### config.mk
export PLATFORM = sky130hd
export DESIGN_NAME = pc_fetch_unit
export DESIGN_NICKNAME = d
export VERILOG_FILES = /design/src/rtl/cpu_pkg.sv /design/src/rtl/flush_counter.sv /design/src/rtl/pc_fetch_unit.sv
export SDC_FILE = /design/constraint.sdc
export NUM_CORES = 1
export LEC_CHECK = 0
export ABC_AREA = 1
export CORE_UTILIZATION = 40
export CTS_CLUSTER_SIZE = 40
export DETAILED_ROUTE_END_ITERATION = 10
export MAX_ROUTING_LAYER = met4
export PLACE_DENSITY = 0.71
export SKIP_LAST_GASP = 1
export SLEW_MARGIN = 40
export SYNTH_ARGS = -nofsm -noshare
export SYNTH_HDL_FRONTEND = slang
export SYNTH_HIERARCHICAL = 1
export SYNTH_SLANG_ARGS = --single-unit
export TNS_END_PERCENT = 5
### constraint.sdc
create_clock -name clk -period 4.1 [get_ports clk]
set_clock_uncertainty 0.15 [all_clocks]
set_input_delay 1.025 -clock clk [delete_from_list [all_inputs] [get_ports clk]]
set_output_delay 1.025 -clock clk [all_outputs]
set_load 0.05 [all_outputs]
### src/rtl/cpu_pkg.sv
// Shared CPU front-end definitions: fetch FSM states, datapath widths and
// the default imem locations of the reset vector.
package cpu_pkg;

   localparam int unsigned PC_W = 32;
   localparam int unsigned IW   = 16;
   localparam int unsigned FC_W = 3;

   localparam logic [PC_W-1:0] VEC_HI_ADDR_DEF = 32'd0;
   localparam logic [PC_W-1:0] VEC_LO_ADDR_DEF = 32'd1;

   typedef enum logic [1:0] {
      VEC_HI = 2'd0,
      VEC_LO = 2'd1,
      RUN    = 2'd2
   } fetch_state_t;

endpackage

### src/rtl/flush_counter.sv
// Load/decrement counter that saturates at zero; busy while nonzero.
// A load always wins over the decrement, so reloads never accumulate.
module flush_counter #(
   parameter int unsigned W = 3
) (
   input  logic         clk,
   input  logic         rst,
   input  logic         load,
   input  logic [W-1:0] load_val,
   output logic         busy
);

   logic [W-1:0] count;

   always_ff @(posedge clk) begin
      if (rst)
         count <= '0;
      else if (load)
         count <= load_val;
      else if (count != '0)
         count <= count - W'(1);
   end

   assign busy = (count != '0);

endmodule

### src/rtl/pc_fetch_unit.sv
// PC register and fetch-redirect unit: two-cycle reset-vector load from imem,
// then sequential advance by 1/2 words, taken-branch redirect with counted flush.
module pc_fetch_unit
   import cpu_pkg::*;
#(
   parameter int unsigned      FLUSH_CYCLES = 2,
   parameter logic [PC_W-1:0]  VEC_HI_ADDR  = VEC_HI_ADDR_DEF,
   parameter logic [PC_W-1:0]  VEC_LO_ADDR  = VEC_LO_ADDR_DEF
) (
   input  logic            clk,
   input  logic            rst,
   input  logic            taken,
   input  logic [PC_W-1:0] target_pc,
   input  logic            stall,
   input  logic            two_word,
   input  logic [IW-1:0]   imem_data,
   output logic [PC_W-1:0] imem_addr,
   output logic [PC_W-1:0] pc,
   output logic            fetch_valid,
   output logic            flush
);

   localparam logic [FC_W-1:0] FLUSH_LOAD = FC_W'(FLUSH_CYCLES);

   fetch_state_t    state, state_nx;
   logic [PC_W-1:0] pc_nx;
   logic [IW-1:0]   vec_hi, vec_hi_nx;
   logic            flush_load;
   logic            flush_busy;

   always_ff @(posedge clk) begin
      if (rst) begin
         state  <= VEC_HI;
         pc     <= '0;
         vec_hi <= '0;
      end else begin
         state  <= state_nx;
         pc     <= pc_nx;
         vec_hi <= vec_hi_nx;
      end
   end

   always_comb begin
      state_nx    = state;
      pc_nx       = pc;
      vec_hi_nx   = vec_hi;
      imem_addr   = pc;
      fetch_valid = 1'b0;
      flush_load  = 1'b0;
      case (state)
         VEC_HI: begin
            imem_addr = VEC_HI_ADDR;
            vec_hi_nx = imem_data;
            state_nx  = VEC_LO;
         end
         VEC_LO: begin
            imem_addr = VEC_LO_ADDR;
            pc_nx     = {vec_hi, imem_data};
            state_nx  = RUN;
         end
         RUN: begin
            fetch_valid = 1'b1;
            if (taken) begin
               pc_nx      = target_pc;
               flush_load = 1'b1;
            end else if (!stall) begin
               pc_nx = pc + (two_word ? PC_W'(2) : PC_W'(1));
            end
         end
         default: state_nx = VEC_HI;
      endcase
      // Reset is synchronous, so force the reset-time outputs while it is held.
      if (rst) begin
         imem_addr   = VEC_HI_ADDR;
         fetch_valid = 1'b0;
      end
   end

   flush_counter #(.W(FC_W)) u_flush_counter (
      .clk      (clk),
      .rst      (rst),
      .load     (flush_load),
      .load_val (FLUSH_LOAD),
      .busy     (flush_busy)
   );

   assign flush = flush_busy & ~rst;

endmodule

Word level (Yosys, flattened, before mapping). Index checks and enable logic that the tools add are counted.

Shifts and indexed selects: 0. Eq/ne operators: 3. Div/mod/pow operators: 0. Mux-type cells: 13. Add/sub/neg operators: 2. Reduce and logical (&&, ||, !) cells: 6. Bitwise operators: 2. Multiply operators: 0. $lt $le $gt $ge: 0.

Operators with widths (count): $pmux 32 s2 (2); $mux 32 (3); $add 32x2->32 (1); $mux 2 (3); $pmux 2 s3 (1); $mux 1 (4); $reduce_bool 2->1 (2); $ne 3x3->1 const B (1); $reduce_bool 3->1 (1); $sub 3x1->3 const B (1); $eq 2x1->1 const B (1); $eq 2x2->1 const B (1); $logic_not 2->1 (1); $reduce_and 2->1 (1); $reduce_or 2->1 (1); $and 1x1->1 (1); $not 1->1 (1).

Bits in read-only memories: 0. Bits in latches: 0. Bits in registers: 53. Logic and storage cells: 31. RAM bits: 0. Memories kept: 0.

Logic depth before layout (Yosys ltp).
Depth after elaboration: 5. Mapped depth: 12. Gate-level depth less buffers: 12.

Modules after synthesis. Netlist, hierarchy kept.

Modules (own cells, without submodules): pc_fetch_unit (times used 1, area each 3418.3 um^2, cells an instance 591); flush_counter (times used 1, area each 195.2 um^2, cells an instance 27).

Worst setup path after synthesis. Ideal clock, no wire load.

Kind: in2out. Start point: input rst. End point: output imem_addr[0]. Arrival: 2.079 ns. Slack: 0.846 ns. Stages: 4. Path through: inv_1 > clkbuf_1 > nand2_1 > nor2_1.

Cells in the longest elaborated chain, start to end: 1.

RTL lines: start, declared (RTL line pc_fetch_unit.sv:11) `input logic rst,`; $mux 32 (RTL line pc_fetch_unit.sv:73) `if (rst) begin`; end, declared (RTL line pc_fetch_unit.sv:17) `output logic [PC_W-1:0] imem_addr,`.

No other way between the ends.

Final worst setup path. Same ends and word-level chain as after synthesis.

==> flow_summary.ini <==
[synthesis]
ys_seq_area_frac = 0.2936
ys_types = 31
yosys_warnings = 6
synth_largest_area_cell = dfxtp_1
postSynthCellCount = 618
yosys_register_bits = 53
syn_avg_cell_area_um2 = 5.847
mappedNetlistArea_um2 = 3613
yosys.area.top_type_share = 0.2936
synth_area_leaders = dfxtp_1 (29%), nand2_1 (19%), nor2_1 (9.3%)

[detailed_routing]
top_layer_used = met4
drt_first_pass_iters = 5
wl_met3_um = 1040
drc = 0
via_per_inst = 5.351
drt_iter0_drc = 314
drt.antenna.violating_nets = 0
num_vias = 4452
drt_wl_total_um = 13330
wl_met2_um = 6082
wl_met1_um = 5871
wire_per_inst_um = 16.02

[setup_path]
crit_chain = clkdlybuf4s50_1 > inv_1 > buf_4 > nand2_1 > nor2_1 > buf_12
path_max_fanout = 29
cp_data_required_time_ns = 2.92
worst_setup_path_end_kind = primary output
worstPathArrival_ns = 2.38
slowest_delay_ns = 0.43
crit_type = in -> out
cp-start-kind = input pin
crit_family = buffers and inverters
slowest_stage = clkdlybuf4s50_1
critPathBufInv = 4

[cells_and_area]
n_antenna_cell = 0
areaGrowthSynthToFinish_pct = 43.94
final_layout_size_suffix_gt1_frac = 0.09116
final_area_um2 = 5201
stdcell_count = 832
nNetsFinal = 782

[clock_network]
numCtsBuffers = 5
clockBufferDepth = 2
cts_tree = built
ctsRootBufferMaster = clkbuf_8
cts_resized = 0
postCtsHoldBufs = 0
cts.sinks = 53
clkSlewWorstSetupHoldPaths_ns = 0.10
insertion_delay_ns = 0.31
postCtsSetupBuffers = 0
htree_levels = 2

[timing]
period_share = 0.8675
whs_ns = 0.3264
period_needed_ns = 3.557
slew_headroom = 0.5529
rsz0062_at_grt = no
tightest_slew_ns = 0.6690
hold_viol = 0
setup_viol = 0
fmaxAchievable_mhz = 281.1
fin_tns_setup_ns = 0
slew_viol_final = 0

[min_path]
hp-class = reg -> reg

[grt]
grt_pass1_vias = 4056
grt_start_max_net_pins = 45
grt_pass1_wl_um = 21020
overflow = 0
antenna_found_initial = 0
grt_use_total = 0.2882

[status]
outcome = completed

[die]
ios = 119
coreArea_um2 = 8721
initial_core_util = 0.4143
die_x_um = 97.05
die_area_um2 = 9418
rows = 34
die_y_um = 97.05

[placed_design]
port_buffers = 118
dp_hpwl_um = 10220
gp_congestion = 0.9027
placed_area_um2 = 5097
placedCellCount = 825

[power_and_ir_drop]
total_power_mw = 1.892
total_leakage_power_nw = 2.084
power_density_nw_per_um2 = 363.7
ir_drop_mv = 0.2264

[job]
cap_violations = 0
## cells in the final DEF, fill, tap and decap left out, types with 6 or more instances in the layout
| cell type | n |
|---|---|
| o21ai_0 | 61 |
| nand2_1 | 183 |
| a21oi_1 | 36 |
| inv_1 | 57 |
| nand3_1 | 53 |
| buf_12 | 26 |
| inv_2 | 6 |
| o21ai_1 | 6 |
| nand4_1 | 6 |
| buf_4 | 12 |
| clkdlybuf4s50_1 | 84 |
| dfxtp_1 | 53 |
| nor2_1 | 90 |
## path summary, 6_finish.rpt
kind              startpoint           end  slack (ns)  depth (start not counted)
setup reg to reg    state[1]        pc[29]        1.27                          7
setup / recovery         rst  imem_addr[0]        0.54                          6
hold reg to reg    vec_hi[1]     vec_hi[1]        0.33                          2
hold / removal     vec_hi[1]     vec_hi[1]        0.33                          2
## worst register-to-register path: cells and delay by family (launching register included)
| kind | cells | cell delay [ns] |
|---|---|---|
| compound gates | 2 | 0.34 |
| buf+inv | 1 | 0.42 |
| flops | 1 | 0.61 |
| simple gates | 4 | 1.22 |
## metal layers
layer  global-route usage  up-vias
met1               0.3784     2013
met5                    -        -
met2               0.4518      211
met3              0.04913       32
met4              0.09070        0
li1                     -     2196
## through the flow
stage | utilization | setup WS (ns)
after detailed placement | 0.5845 | 0.5462
final | 0.5964 | 0.5431
after floorplan | - | 0.8459
after CTS | 0.5964 | 0.5416
after global routing | 0.5964 | 0.4593
after global placement | 0.5845 | 0.5639
## area by class of cell
type	count	area, um2
Inverter	63	236.5
Clock inverter	2	35.03
Multi-Input combinational cell	479	2213
Sequential cell	53	1061
Timing Repair Buffer	122	1451
Clock buffer	5	68.82
Fill cell	846	3520
Tap cell	108	135.1
## state kept, by name, summed over array words and instances, names as in the netlist
signal	count
state	2
vec_hi	16
pc	32
u_flush_counter/count	3
## power breakdown
part	switching, mW	internal [mW]	total [mW]
registers	0.110	0.598	0.708
logic	0.538	0.289	0.827
clock network	0.179	0.178	0.357
## logic make-up after synthesis
group,synth area share
AND/OR/NAND/NOR,0.4020
AO/OA/AOI/OAI,0.1711
buffers and inverters,0.09488
flip-flops,0.2936
XOR/XNOR,0.01697
adder cells (fa/ha/maj),0.01939
other,0.002078
## cell usage after synthesis
master and number:
dfxtp_1 53, conb_1 2, ha_1 4, fa_1 1, a22oi_1 2, xnor2_1 3, nand2_4 1, nand4_1 6
nand3_2 2, clkbuf_1 13, inv_2 6, buf_4 2, a31oi_1 4, buf_1 2, a21oi_1 36, nor2_1 90
nand2_1 183, a21oi_2 1, o21bai_1 1, nand2_2 3, o211ai_1 5, nor2_2 4, a221oi_1 1, nor3_1 1
nor2_4 4, xor2_1 4, nand3_1 53, inv_1 57, o21ai_1 6, o21ai_0 61, buf_2 7
Power figures use the tool's default switching activity.
